### src/rtl/sdram_arb4.sv
// Four-port arbiter in front of a single SDRAM core: port 0 priority, round-robin on ports 1-3,
// read-tag FIFO for routing c_ack. Optional starvation guard: define SDRAM_ARB4_STARVE_EN.
module sdram_arb4 #(
  parameter int STARVE_LIMIT = 8,
  parameter int RD_DEPTH     = 4
) (
  input  logic         clk,
  input  logic         rst_n,
  input  logic [127:0] p_addr,
  input  logic [127:0] p_wdata,
  input  logic [3:0]   p_rd,
  input  logic [15:0]  p_wr,
  output logic [3:0]   p_accept,
  output logic [3:0]   p_ack,
  output logic [31:0]  p_rdata,
  output logic [31:0]  c_addr,
  output logic [31:0]  c_wdata,
  output logic         c_rd,
  output logic [3:0]   c_wr,
  input  logic         c_accept,
  input  logic         c_ack,
  input  logic [31:0]  c_rdata,
  output logic         ack_err
);
  localparam int PW = (RD_DEPTH > 1) ? $clog2(RD_DEPTH) : 1;
  localparam int CW = $clog2(RD_DEPTH + 1);

  typedef enum logic {S_IDLE, S_GRANT} state_t;

  state_t        r_state, w_next;
  logic [1:0]    r_grant;
  logic [1:0]    r_rr_ptr;
  logic [1:0]    r_tags [RD_DEPTH];
  logic [PW-1:0] r_wr_ptr, r_rd_ptr;
  logic [CW-1:0] r_count;
  logic          r_ack_err;

  logic [3:0] w_req, w_elig;
  logic       w_full, w_push, w_pop, w_any, w_rr_valid, w_skip0;
  logic [1:0] w_rr_win, w_win;

  // Port visited k steps after ptr within the ring 1 -> 2 -> 3 -> 1.
  function automatic logic [1:0] rr_idx(input logic [1:0] ptr, input int k);
    int t;
    t = int'(ptr) + k;
    if (t > 3) t = t - 3;
    return t[1:0];
  endfunction

  assign w_full = (r_count == CW'(RD_DEPTH));

  // A read cannot be granted while the tag FIFO has no room for its tag.
  always_comb begin
    for (int i = 0; i < 4; i++) begin
      w_req[i]  = p_rd[i] | (|p_wr[4*i +: 4]);
      w_elig[i] = w_req[i] & ~(p_rd[i] & w_full);
    end
  end

  always_comb begin
    w_rr_valid = 1'b0;
    w_rr_win   = 2'd1;
    for (int k = 0; k < 3; k++) begin
      if (!w_rr_valid && w_elig[rr_idx(r_rr_ptr, k)]) begin
        w_rr_valid = 1'b1;
        w_rr_win   = rr_idx(r_rr_ptr, k);
      end
    end
    w_any = |w_elig;
    if (w_elig[0] && !(w_skip0 && w_rr_valid)) w_win = 2'd0;
    else if (w_rr_valid)                       w_win = w_rr_win;
    else                                       w_win = 2'd0;
  end

`ifdef SDRAM_ARB4_STARVE_EN
  localparam int SW = $clog2(STARVE_LIMIT + 1);
  logic [SW-1:0] r_starve_cnt;

  assign w_skip0 = (r_starve_cnt >= SW'(STARVE_LIMIT));

  // Saturates at the limit; any port 1-3 grant restarts the count.
  always_ff @(posedge clk or negedge rst_n) begin
    if (!rst_n) begin
      r_starve_cnt <= '0;
    end else if (r_state == S_IDLE && w_any) begin
      if (w_win != 2'd0)                    r_starve_cnt <= '0;
      else if ((|w_req[3:1]) && !w_skip0)   r_starve_cnt <= r_starve_cnt + SW'(1);
    end
  end
`else
  assign w_skip0 = 1'b0 & (STARVE_LIMIT != 0);
`endif

  always_comb begin
    // NOTE: every signal driven here gets a default first, so no path can infer a latch.
    w_next   = r_state;
    w_push   = 1'b0;
    p_accept = 4'b0;
    c_addr   = 32'b0;
    c_wdata  = 32'b0;
    c_rd     = 1'b0;
    c_wr     = 4'b0;
    case (r_state)
      S_IDLE: if (w_any) w_next = S_GRANT;
      S_GRANT: begin
        c_addr            = p_addr[{r_grant, 5'd0} +: 32];
        c_wdata           = p_wdata[{r_grant, 5'd0} +: 32];
        c_rd              = p_rd[r_grant];
        c_wr              = p_wr[{r_grant, 2'd0} +: 4];
        p_accept[r_grant] = c_accept;
        if (c_accept) begin
          w_next = S_IDLE;
          w_push = p_rd[r_grant];
        end else if (!w_req[r_grant]) begin
          w_next = S_IDLE;
        end
      end
      default: w_next = S_IDLE;
    endcase
  end

  always_ff @(posedge clk or negedge rst_n) begin
    if (!rst_n) begin
      r_state  <= S_IDLE;
      r_grant  <= 2'd0;
      r_rr_ptr <= 2'd1;
    end else begin
      // NOTE: non-blocking assignments make every flop here sample pre-edge values.
      r_state <= w_next;
      if (r_state == S_IDLE && w_any) begin
        r_grant <= w_win;
        if (w_win != 2'd0) r_rr_ptr <= (w_win == 2'd3) ? 2'd1 : w_win + 2'd1;
      end
    end
  end

  assign w_pop = c_ack & (r_count != '0);

  always_ff @(posedge clk or negedge rst_n) begin
    if (!rst_n) begin
      r_wr_ptr  <= '0;
      r_rd_ptr  <= '0;
      r_count   <= '0;
      r_ack_err <= 1'b0;
    end else begin
      if (w_push) r_wr_ptr <= r_wr_ptr + PW'(1);
      if (w_pop)  r_rd_ptr <= r_rd_ptr + PW'(1);
      r_count <= r_count + CW'(w_push) - CW'(w_pop);
      if (c_ack && r_count == '0) r_ack_err <= 1'b1;
    end
  end

  // NOTE: tag storage is deliberately not reset; r_count alone decides which entries are live.
  always_ff @(posedge clk) begin
    if (w_push) r_tags[r_wr_ptr] <= r_grant;
  end

  assign p_ack   = w_pop ? (4'b0001 << r_tags[r_rd_ptr]) : 4'b0000;
  assign p_rdata = c_rdata;
  assign ack_err = r_ack_err;

endmodule

### config.mk
export PLATFORM = sky130hd
export DESIGN_NAME = sdram_arb4
export DESIGN_NICKNAME = d
export VERILOG_FILES = /design/src/rtl/sdram_arb4.sv
export SDC_FILE = /design/constraint.sdc
export NUM_CORES = 1
export LEC_CHECK = 0
export BUFFER_PORTS_ARGS = -buffer_cell sky130_fd_sc_hd__buf_4
export CAP_MARGIN = 30
export CELL_PAD_IN_SITES_DETAIL_PLACEMENT = 1
export CELL_PAD_IN_SITES_GLOBAL_PLACEMENT = 1
export CORE_AREA = 2 2 162 164
export CTS_BUF_LIST = sky130_fd_sc_hd__clkbuf_8 sky130_fd_sc_hd__clkbuf_16
export CTS_CLUSTER_DIAMETER = 30
export DETAILED_ROUTE_END_ITERATION = 10
export DIE_AREA = 0 0 164 166
export HOLD_SLACK_MARGIN = 0.02
export PLACE_DENSITY = 0.66
export SYNTH_ARGS = -nofsm -noshare
export SYNTH_HDL_FRONTEND = slang
export SYNTH_SLANG_ARGS = --single-unit
### constraint.sdc
create_clock -name clk -period 5.62 [get_ports clk]
set_clock_uncertainty 0.2 [all_clocks]
set_input_delay 1.124 -clock clk [delete_from_list [all_inputs] [get_ports clk]]
set_output_delay 1.124 -clock clk [all_outputs]
set_load 0.01 [all_outputs]
==> results of run 1 <==
## flip-flops by register name, indices dropped and copies added (netlist names)
register and flops:
r_tags 8, r_count 3, r_grant 2, r_rd_ptr 2, r_rr_ptr 2, r_wr_ptr 2
ack_err 1, r_state 1
## through the flow
stage | area (sq um) | hold WS [ns]
6_report | 6580 | 0.264
3_3_place_gp | 6490 | 0.244
2_1_floorplan | 3710 | 0.281
4_1_cts | 6570 | 0.268
5_1_grt | 6570 | 0.290
3_5_place_dp | 6490 | 0.256
## cell families after synthesis
group	after synthesis
compound gates	27
xor+xnor	5
fa+ha+maj	9
buf+inv	72
flops	21
mux	72
simple gates	121
## layout by cell type (no fill, tap or decap), types with 2 or more instances in the layout
| master | n |
|---|---|
| a21oi_1 | 5 |
| dfrtp_4 | 2 |
| nor2_1 | 7 |
| nand2_1 | 9 |
| dfrtp_1 | 9 |
| o21ai_4 | 2 |
| ha_1 | 8 |
| clkbuf_16 | 3 |
| nor2b_1 | 2 |
| a22oi_1 | 2 |
| or4_4 | 2 |
| nor3b_1 | 2 |
| nor4_1 | 2 |
| nor3_1 | 8 |
| nand3_1 | 2 |
| nand2b_1 | 2 |
| o21ai_0 | 7 |
| mux4_2 | 70 |
| a21o_1 | 2 |
| edfxtp_1 | 8 |
| buf_4 | 359 |
| xnor2_1 | 4 |
| and4bb_2 | 2 |
| and2_1 | 74 |
| inv_1 | 15 |
## routing by layer
layer	vias to the layer above	wire length (um)	track usage, %
met5	-	96	0
met4	16	172	1.37
met3	27	2190	5.27
met2	224	9880	25.0
met1	1990	7980	17.1
li1	1830	-	-
## worst max-delay path: cells and delay by family (launching register included)
| family | cells | cell delay, ns |
|---|---|---|
| and+or+nand+nor | 1 | 0.23 |
| muxes | 1 | 0.55 |
| DFF | 1 | 0.94 |
| buffers and inverters | 2 | 0.55 |
## how the worst max path moves through the flow
stage	from	to	slack, ns
CTS	r_grant[0]	c_wr[3]	1.66
detailed placement	r_grant[0]	c_wr[3]	1.93
global placement	r_grant[0]	c_wr[3]	1.94
floorplan	p_rd[3]	r_count[2]	2.42
global route	r_grant[0]	c_wr[3]	1.56
finish	r_grant[0]	c_wr[3]	1.75
## cell type report
type / instances / share of cell area, %
inverter: 14 / 0.799
tap: 335 / 6.37
timing repair buffer: 360 / 41.3
clock buffer: 3 / 1.14
multi-input combinational: 234 / 41.5
clock inverter: 1 / 0.0571
sequential: 21 / 8.75
antenna: 1 / 0.0381
## where the power goes
part	total (uW)	internal, uW	switching [uW]
sequential	387	225	162
combinational	1840	1050	790
clock	148	94.7	52.8
total	2380	1370	1000
==> reports/qor.csv, run 1 <==
stage,metric,value,unit
drt,route.vias.total,4087,
sta,fmax,258,MHz
floorplanning,pin_count,422,
synthesis,yosys.area_share.simple,20.3,%
placed_design,gp_congestion,0.767,
clocking,ctsRootBufferMaster,clkbuf_16,
global_routing,grt_pass1_vias,4518,
setup_path,critical_path_class,register to output pin,
clocking,clk_path_buf_depth,2,
sta,worst_pin_slew,0.821,ns
synthesis,ys.flop_type,dfrtp_1,
placed_design,portBuffers,357,
synthesis,post-synth-top-count-cell,and2_1,
synthesis,synth_xor_xnor_area_share,1.18,%
sta,slew_headroom,45.3,%
worst_hold_path,min_path_cells,1,
clocking,postCtsSetupBuffers,0,
sta,hold_violations,0,
placed_design,dp_slack,1.93,ns
power_and_ir_drop,p_leak,0.00292,uW
setup_path,cp_slowest_cell,dfrtp_4,
layout,fin_util,25.7,%
setup_path,max_stage_delay,0.94,ns
synthesis,async_flop_share,61.9,%
synthesis,synth.distinct_cells,50,
global_routing,grtUsageTotal,14.2,%
drt,drt_wl_total,20300,um
sta,layout_min_cycle_time,3.87,ns
synthesis,synth_area_leaders,"mux4_2 43%, and2_1 12%, dfrtp_1 8.1%, buf_4 6.5%, edfxtp_1 6.5%",
sta,setup_viol,0,
status,run_status,completed,
global_routing,grt_antenna_before_repair,9,
floorplanning,start_util,14.5,%
synthesis,synth_nets,648,
power_and_ir_drop,ir_drop,0.171,mV
setup_path,cp_data_arrival_time,2.55,ns
floorplanning,core_area,0.0256,sq mm
clocking,clock_latency,0.25,ns
drt,wl_per_cell,21.0,um
sta,fin_ws,1.75,ns
clocking,cts_tree,done,
setup_path,r2r_slack,2.25,ns
synthesis,syn_area_per_cell,11.3,sq um
placed_design,dpl.hpwl,17800,um
synthesis,synthMuxAreaShare,43.5,%
synthesis,synth-compound-area-share,5.40,%
floorplanning,dieWidth,164,um
global_routing,grt_pass1_wl,28900,um
setup_path,ff2ff_path_depth,9,
synthesis,yosys.area.top_type_share,42.5,%
floorplanning,die_h,166,um
clocking,numCtsBuffers,3,
drt,drc,0,
setup_path,start_kind,register,
setup_path,cp.required,4.30,ns
power_and_ir_drop,p_total,2380,uW
clocking,cts_resized,0,
drt,firstDrtPassIters,4,
synthesis,synth_top_family_by_area,multiplexers,
clocking,clk_pin_slew,0.06,ns
setup_path,r2r_end,r_count[2],
synthesis,synth_seq_cells,21,
global_routing,grt_max_degree,74,
sta,timing.final.crit_share,68.9,%
layout,multi_input_area,0.00273,sq mm
floorplanning,die-area,0.0272,sq mm
sta,drv_slew,0,
worst_hold_path,holdPathEnd,ack_err,
clocking,clock-sinks,21,
layout,nets,955,
worst_hold_path,hold_path.class,register to register,
clocking,htreeDepth,1,
synthesis,syn_inst,327,
layout,drive_gt1_share,70.8,%
sta,rsz0062_at_grt,false,
synthesis,synth_fa_ha_area_share,3.24,%
synthesis,syn-cell-area,0.00371,sq mm
synthesis,synth_top_cell_by_area,mux4_2,
run,maxCapViolations,0,
setup_path,cp_cell_sequence,"buf_12, mux4_2, and2_1, buf_4",
setup_path,rr_startpoint,r_grant[0],
power_and_ir_drop,power.density,362,mW/mm^2
synthesis,ys_warn_count,0,
clocking,cts_hold_buf,0,
setup_path,endpoint_kind,output pin,
drt,ant_nets,0,
setup_path,path_max_fanout,44,
layout,seqCellArea,576,sq um
synthesis,ys_seq_area_share,15.3,%
layout,syn2layout_area_growth,77.3,%
worst_hold_path,holdCritStartpoint,ack_err,
sta,tns,0,ns
floorplanning,rows,59,
global_routing,grt_overflow,0,
drt,first_iter_violations,152,
drt,via_per_inst,4.22,
synthesis,synth_common_cells,"74 x and2_1, 70 x mux4_2, 32 x buf_4, 14 x clkbuf_1, 14 x inv_1",
synthesis,synth-edff-count,8,
layout,nFillCells,3000,
placed_design,dpl.cell_count,964,
layout,fin_cells,969,
(Power assumes the default switching activity.)
==> run 2, diff against run 1 <==
- CORE_AREA: 2 2 162 164 -> 2 2 164 166
- DIE_AREA: 0 0 164 166 -> 0 0 166 168
- PLACE_DENSITY: 0.66 -> 0.65
- clock period: 5.62 -> 3.6 ns (I/O delays scaled with it)
==> reports/qor.csv, run 2 (synthesis gave the netlist of run 1 again) <==
stage,metric,value,unit,change
status,run_status,completed,,
global_routing,busiest_layer,met2,,
power_and_ir_drop,power.density,569,mW/mm^2,+57%
sta,slew_headroom,54.1,%,+8.8 points
clocking,ctsRootBufferMaster,clkbuf_16,,
clocking,numCtsBuffers,3,,unchanged
global_routing,met2_usage,23.4,%,-1.6 points
global_routing,grt_max_degree,78,,+5.4%
layout,largest_reg_flops,8,,unchanged
setup_path,cp_data_arrival_time,2.92,ns,+0.37 ns
floorplanning,core_area,0.0264,sq mm,+2.9%
clocking,cts_hold_buf,0,,unchanged
layout,syn2layout_area_growth,78.5,%,
setup_path,cp.required,3.53,ns,-0.77 ns
floorplanning,die_h,168,um,+1.2%
floorplanning,pin_count,422,,unchanged
drt,drt_wl_total,20100,um,-1.2%
drt,route.vias.total,4117,,+0.73%
floorplanning,start_util,14.1,%,-0.40 points
layout,layout_commonest_cell,buf_4,,
setup_path,critical_path_class,register to register,,
setup_path,start_kind,register,,
global_routing,grtUsageTotal,13.5,%,-0.76 points
clocking,cts_tree,done,,
run,maxCapViolations,0,,unchanged
floorplanning,dieWidth,166,um,+1.2%
layout,top_register,r_tags,,
power_and_ir_drop,ir_drop,0.343,mV,+100%
drt,ant_nets,0,,unchanged
sta,rsz0062_at_grt,false,,
floorplanning,rows,60,,+1.7%
drt,via_per_inst,4.21,,about the same
clocking,postCtsSetupBuffers,0,,unchanged
floorplanning,die-area,0.0279,sq mm,+2.4%
sta,tns,0,ns,unchanged
setup_path,cp_slowest_cell,dfrtp_4,,
clocking,cts_resized,0,,unchanged
global_routing,grt_pass1_vias,4423,,-2.1%
setup_path,endpoint_kind,register,,
setup_path,max_stage_delay,0.52,ns,-0.42 ns
drt,wl_per_cell,20.5,um,-2.0%
global_routing,grt_overflow,0,,unchanged
layout,drive_gt1_share,71.0,%,+0.20 points
power_and_ir_drop,p_leak,0.00293,uW,+0.33%
sta,drv_slew,0,,unchanged
drt,firstDrtPassIters,6,,+2
sta,setup_viol,0,,unchanged
worst_hold_path,hold_path.class,input port to asynchronous set/reset pin,,
setup_path,cp_cell_sequence,"mux4_2, nor2b_1, inv_1, ha_1, inv_1, ha_1, fa_1, xor2_1, xnor2_1",,
sta,hold_violations,0,,unchanged
sta,timing.final.crit_share,82.9,%,
layout,reg.largest.list,"r_tags (8), r_count (3)",,
placed_design,portBuffers,357,,unchanged
drt,first_iter_violations,230,,+51%
sta,worst_pin_slew,0.689,ns,-0.132 ns
global_routing,grtUsageMet3,3.93,%,-1.3 points
global_routing,grt_use_met1,17.0,%,-0.096 points
setup_path,path_max_fanout,8,,-82%
placed_design,place_area,0.00653,sq mm,+0.62%
clocking,clock-sinks,21,,unchanged
placed_design,gp_congestion,0.748,,-2.5%
clocking,clk_pin_slew,0.06,ns,about the same
drt,drc,0,,unchanged
placed_design,dpl.hpwl,17400,um,-2.2%
global_routing,grt_pass1_wl,28600,um,-0.98%
global_routing,grt_antenna_before_repair,5,,-4
clocking,clk_path_buf_depth,2,,unchanged
layout,final_cell_mix,"358 x buf_4, 74 x and2_1, 70 x mux4_2",,
sta,fmax,335,MHz,
layout,nets,956,,+0.10%
sta,layout_min_cycle_time,2.98,ns,
layout,stdcell_area,0.00662,sq mm,+0.67%
clocking,htreeDepth,1,,unchanged
clocking,clock_latency,0.25,ns,about the same
-- run 2: changes by cell type in the layout (fill, tap and decap cells not counted), sizes merged --
cell | before | now
buf | 360 | 361
diode | 1 | 2
inv | 15 | 14
clkinv | 0 | 1
-- run 2: worst max-delay path: cells and delay by family, from the launching register on --
kind,cells,cell delay [ns]
xor gates and xnor gates,2,0.29
buffers and inverters,2,0.14
DFF,1,0.52
muxes,1,0.38
adders and majority gates,3,0.88
and+or+nand+nor,1,0.46
-- run 2: power by group --
part / switching, uW / internal [uW]
Sequential: 103 / 355
Combinational: 1400 / 1670
Clock: 82.6 / 149
Total: 1590 / 2180
-- run 2: through the flow --
stage / cells / power, uW / util, % / worst slack [ns] / hold slack, ns
2_1_floorplan: 327 / 2300 / - / 0.802 / 0.224
3_3_place_gp: 971 / 3550 / 24.8 / 0.531 / 0.258
3_5_place_dp: 971 / 3590 / 24.8 / 0.449 / 0.251
4_1_cts: 975 / 3840 / 25.1 / 0.642 / 0.118
5_1_grt: 976 / 4070 / 25.1 / 0.524 / 0.119
6_report: 977 / 3760 / 25.1 / 0.616 / 0.113
-- run 2: path summary, 6_finish.rpt --
kind,start,end,slack [ns],cells past startpoint
hold reg to reg,ack_err,ack_err,0.26,1
setup / recovery,r_grant[0],r_count[2],0.62,9
min in group clk,ack_err,ack_err,0.26,1
setup reg to reg,r_grant[0],r_count[2],0.62,9
hold / removal,rst_n,ack_err,0.11,1
max in group asynchronous,rst_n,r_rr_ptr[0],2.84,1
-- run 2: layout make-up --
cell class | instances | area (sq um)
repair buffers | 361 | 2750
clock buffers | 3 | 75.1
inverters | 14 | 52.6
well taps | 341 | 427
flip-flops and latches | 21 | 576
diodes | 2 | 5.00
multi-input cells | 234 | 2730
clock inverters | 1 | 5.00
fillers | 3045 | 19700
-- run 2: per-layer routing --
| metal | vias to the layer above | share of wire (%) |
|---|---|---|
| met4 | 6 | 0.57 |
| met2 | 201 | 50 |
| met5 | - | 0.20 |
| met1 | 2062 | 41 |
| met3 | 12 | 7.9 |
| li1 | 1836 | - |
==> run 3, diff against run 2 <==
- ABC_AREA: unset -> 1
- CORE_AREA: 2 2 164 166 -> 2 2 166 168
- DIE_AREA: 0 0 166 168 -> 0 0 168 170
- PLACE_DENSITY: 0.65 -> 0.7
- clock period: 3.6 -> 2.65 ns (I/O delays scaled with it)
==> reports/qor.csv, run 3 <==
stage,metric,value,unit,change
status,run_status,completed,,
layout,fin_cells,1189,,+22%
drt,via_per_inst,4.76,,+13%
synthesis,synth_top_cell_by_area,nand3_1,,
setup_path,path_depth,11,,+2
layout,final_cell_mix,"374 x buf_4, 154 x nand3_1, 67 x a31oi_1",,
global_routing,grt_antenna_before_repair,0,,-5
setup_path,start_kind,register,,
sta,tns,0,ns,unchanged
drt,firstDrtPassIters,4,,-2
setup_path,crit_path_start,r_grant[0],,
layout,nets,1170,,+22%
sta,fmax,383,MHz,+14%
synthesis,ys_seq_area_share,16.1,%,+0.77 points
sta,drv_slew,0,,unchanged
clocking,numCtsBuffers,3,,unchanged
power_and_ir_drop,ir_drop,0.367,mV,+7.0%
synthesis,synth-edff-count,8,,unchanged
synthesis,synth_nets,862,,+33%
sta,worst_pin_slew,0.373,ns,-0.316 ns
floorplanning,die_h,170,um,+1.2%
sta,fin_ws,0.0418,ns,-0.574 ns
placed_design,place_area,0.00640,sq mm,-2.0%
setup_path,r2r_end,r_count[2],,
worst_hold_path,holdCritStartpoint,ack_err,,
setup_path,endpoint_kind,register,,
setup_path,r2r_slack,0.04,ns,-0.57 ns
layout,drive_gt1_share,50.9,%,-20 points
setup_path,ff2ff_path_depth,11,,+2
power_and_ir_drop,p_leak,0.00303,uW,+3.5%
setup_path,cp_cell_sequence,"clkinv_4, nand2_4, o22ai_2, a221oi_2, or2_1, ha_4, inv_2, ha_4, fa_2, xnor2_2, xor2_1",,
clocking,cts_tree,done,,
synthesis,syn_area_per_cell,6.53,sq um,-42%
run,maxCapViolations,0,,unchanged
floorplanning,rows,60,,unchanged
setup_path,cp_slowest_cell,dfrtp_4,,
setup_path,endpoint,r_count[2],,
setup_path,crit_family,adder cells,,
setup_path,critical_path_class,register to register,,
layout,layout_commonest_cell,buf_4,,
sta,setup_viol,0,,unchanged
clocking,ctsRootBufferMaster,clkbuf_16,,
layout,top_register,r_tags,,
synthesis,synth_area_leaders,"nand3_1 22%, a22oi_1 14%, a31oi_1 12%, dfrtp_1 8.5%, buf_4 6.8%",,
clocking,clk_path_buf_depth,2,,unchanged
global_routing,grt_max_degree,75,,-3.8%
power_and_ir_drop,power.density,964,mW/mm^2,+70%
synthesis,synth.distinct_cells,36,,-28%
floorplanning,start_util,13.2,%,-0.83 points
clocking,clock-sinks,21,,unchanged
drt,wl_per_cell,21.5,um,+4.8%
layout,stdcell_area,0.00680,sq mm,+2.7%
placed_design,gp_congestion,0.798,,+6.7%
placed_design,portBuffers,357,,unchanged
layout,fin_util,25.5,%,+0.39 points
worst_hold_path,hold_path.class,register to register,,
placed_design,dpl.cell_count,1169,,+20%
synthesis,synth_common_cells,"155 x nand3_1, 68 x a22oi_1, 68 x a31oi_1, 41 x clkbuf_1, 35 x nand2_1",,
synthesis,syn-cell-area,0.00353,sq mm,-4.8%
placed_design,dp_slack,-0.0829,ns,-0.532 ns
synthesis,ys_warn_count,0,,unchanged
global_routing,grt_pass1_vias,5935,,+34%
drt,drt_wl_total,25600,um,+27%
sta,slew_headroom,75.1,%,+21 points
global_routing,grt_overflow,0,,unchanged
synthesis,ys.flop_type,dfrtp_1,,
floorplanning,pin_count,422,,unchanged
setup_path,worst-path-buf-inv,2,,unchanged
setup_path,max_stage_delay,0.52,ns,about the same
placed_design,dpl.hpwl,18300,um,+5.5%
setup_path,path_max_fanout,5,,-3
setup_path,cp.required,2.57,ns,-0.96 ns
sta,hold_violations,0,,unchanged
drt,ant_nets,0,,unchanged
drt,first_iter_violations,340,,+48%
drt,drc,0,,unchanged
synthesis,post-synth-top-count-cell,nand3_1,,
layout,largest_reg_flops,8,,unchanged
layout,reg.largest.list,"r_tags (8), r_count (3)",,
layout,diodes,0,,-2
synthesis,syn_inst,541,,+65%
sta,timing.final.crit_share,98.4,%,+16 points
sta,rsz0062_at_grt,true,,
setup_path,rr_startpoint,r_grant[0],,
floorplanning,die-area,0.0286,sq mm,+2.4%
drt,route.vias.total,5662,,+38%
setup_path,crit_path_frequent_cell,ha_4,,
synthesis,yosys.area.top_type_share,22.0,%,-21 points
synthesis,async_flop_share,61.9,%,unchanged
floorplanning,core_area,0.0267,sq mm,+1.1%
layout,syn2layout_area_growth,92.5,%,
clocking,clock_latency,0.25,ns,about the same
floorplanning,dieWidth,168,um,+1.2%
clocking,clk_pin_slew,0.06,ns,about the same
sta,layout_min_cycle_time,2.61,ns,-0.376 ns
clocking,htreeDepth,1,,unchanged
global_routing,grt_pass1_wl,35700,um,+25%
global_routing,grtUsageTotal,16.1,%,+2.6 points
setup_path,cp_data_arrival_time,2.53,ns,-0.39 ns
synthesis,synth_seq_cells,21,,unchanged
==> run 3: changes by cell type in the layout (fill, tap and decap cells not counted), sizes merged, moves of 23 or more <==
cell	previous run	this run
nor2	7	30
nand3	2	164
a31oi	0	68
buf	361	384
mux4	71	0
and2	74	1
a22oi	2	68
nand2	9	42
==> run 3: how the worst min path moves through the flow <==
stage	to	slack (ns)	cells after the start
after floorplan	ack_err	0.03	0
after global placement	r_rd_ptr[1]	0.18	1
after detailed placement	r_rd_ptr[1]	0.19	1
after CTS	ack_err	0.27	1
after global routing	ack_err	0.31	1
final	ack_err	0.27	1
==> run 3: metrics by stage <==
step                total power (uW)  hold slack [ns]
floorplan                       3340           0.0344
global placement                5600            0.184
detailed placement              5640            0.185
CTS                             6270            0.273
global route                    7050            0.309
finish                          6550            0.266
==> run 3: kinds of logic (layout without fill, tap and decap cells) <==
| family | count (synthesis) | after routing | synth area share, % |
|---|---|---|---|
| flops | 21 | 21 | 16.1 |
| buf+inv | 114 | 421 | 15.8 |
| xor+xnor | 4 | 4 | 0.992 |
| fa+ha+maj | 9 | 9 | 3.40 |
| simple gates | 244 | 244 | 34.9 |
| compound gates | 149 | 149 | 28.8 |
==> run 3: timing repair <==
action,CTS,global route
gates cloned,2,3
setup endpoints to repair,24,63
hold buffers,1,0
resized for setup,6,18
pin swaps,2,8
buffers inserted,2,9
hold endpoints to repair,12,0
==> run 3: power breakdown <==
part,internal (uW),switching [uW],total (uW)
Sequential,476,155,631
Combinational,2410,3190,5600
Clock,203,118,320
==> run 3: layer usage <==
layer | GRT usage [%] | share of wire, %
met1 | 19.5 | 41
met2 | 28.8 | 52
met3 | 3.09 | 5.5
met4 | 4.80 | 1.8
met5 | 0 | 0
==> run 3: cell type report <==
type	instances	area (sq um)
Clock buffer	3	75.1
Clock inverter	1	5.00
Fill cell	3251	19900
Inverter	29	114
Multi-Input combinational cell	406	2500
Sequential cell	21	574
Tap cell	341	427
Timing Repair Buffer	388	3110
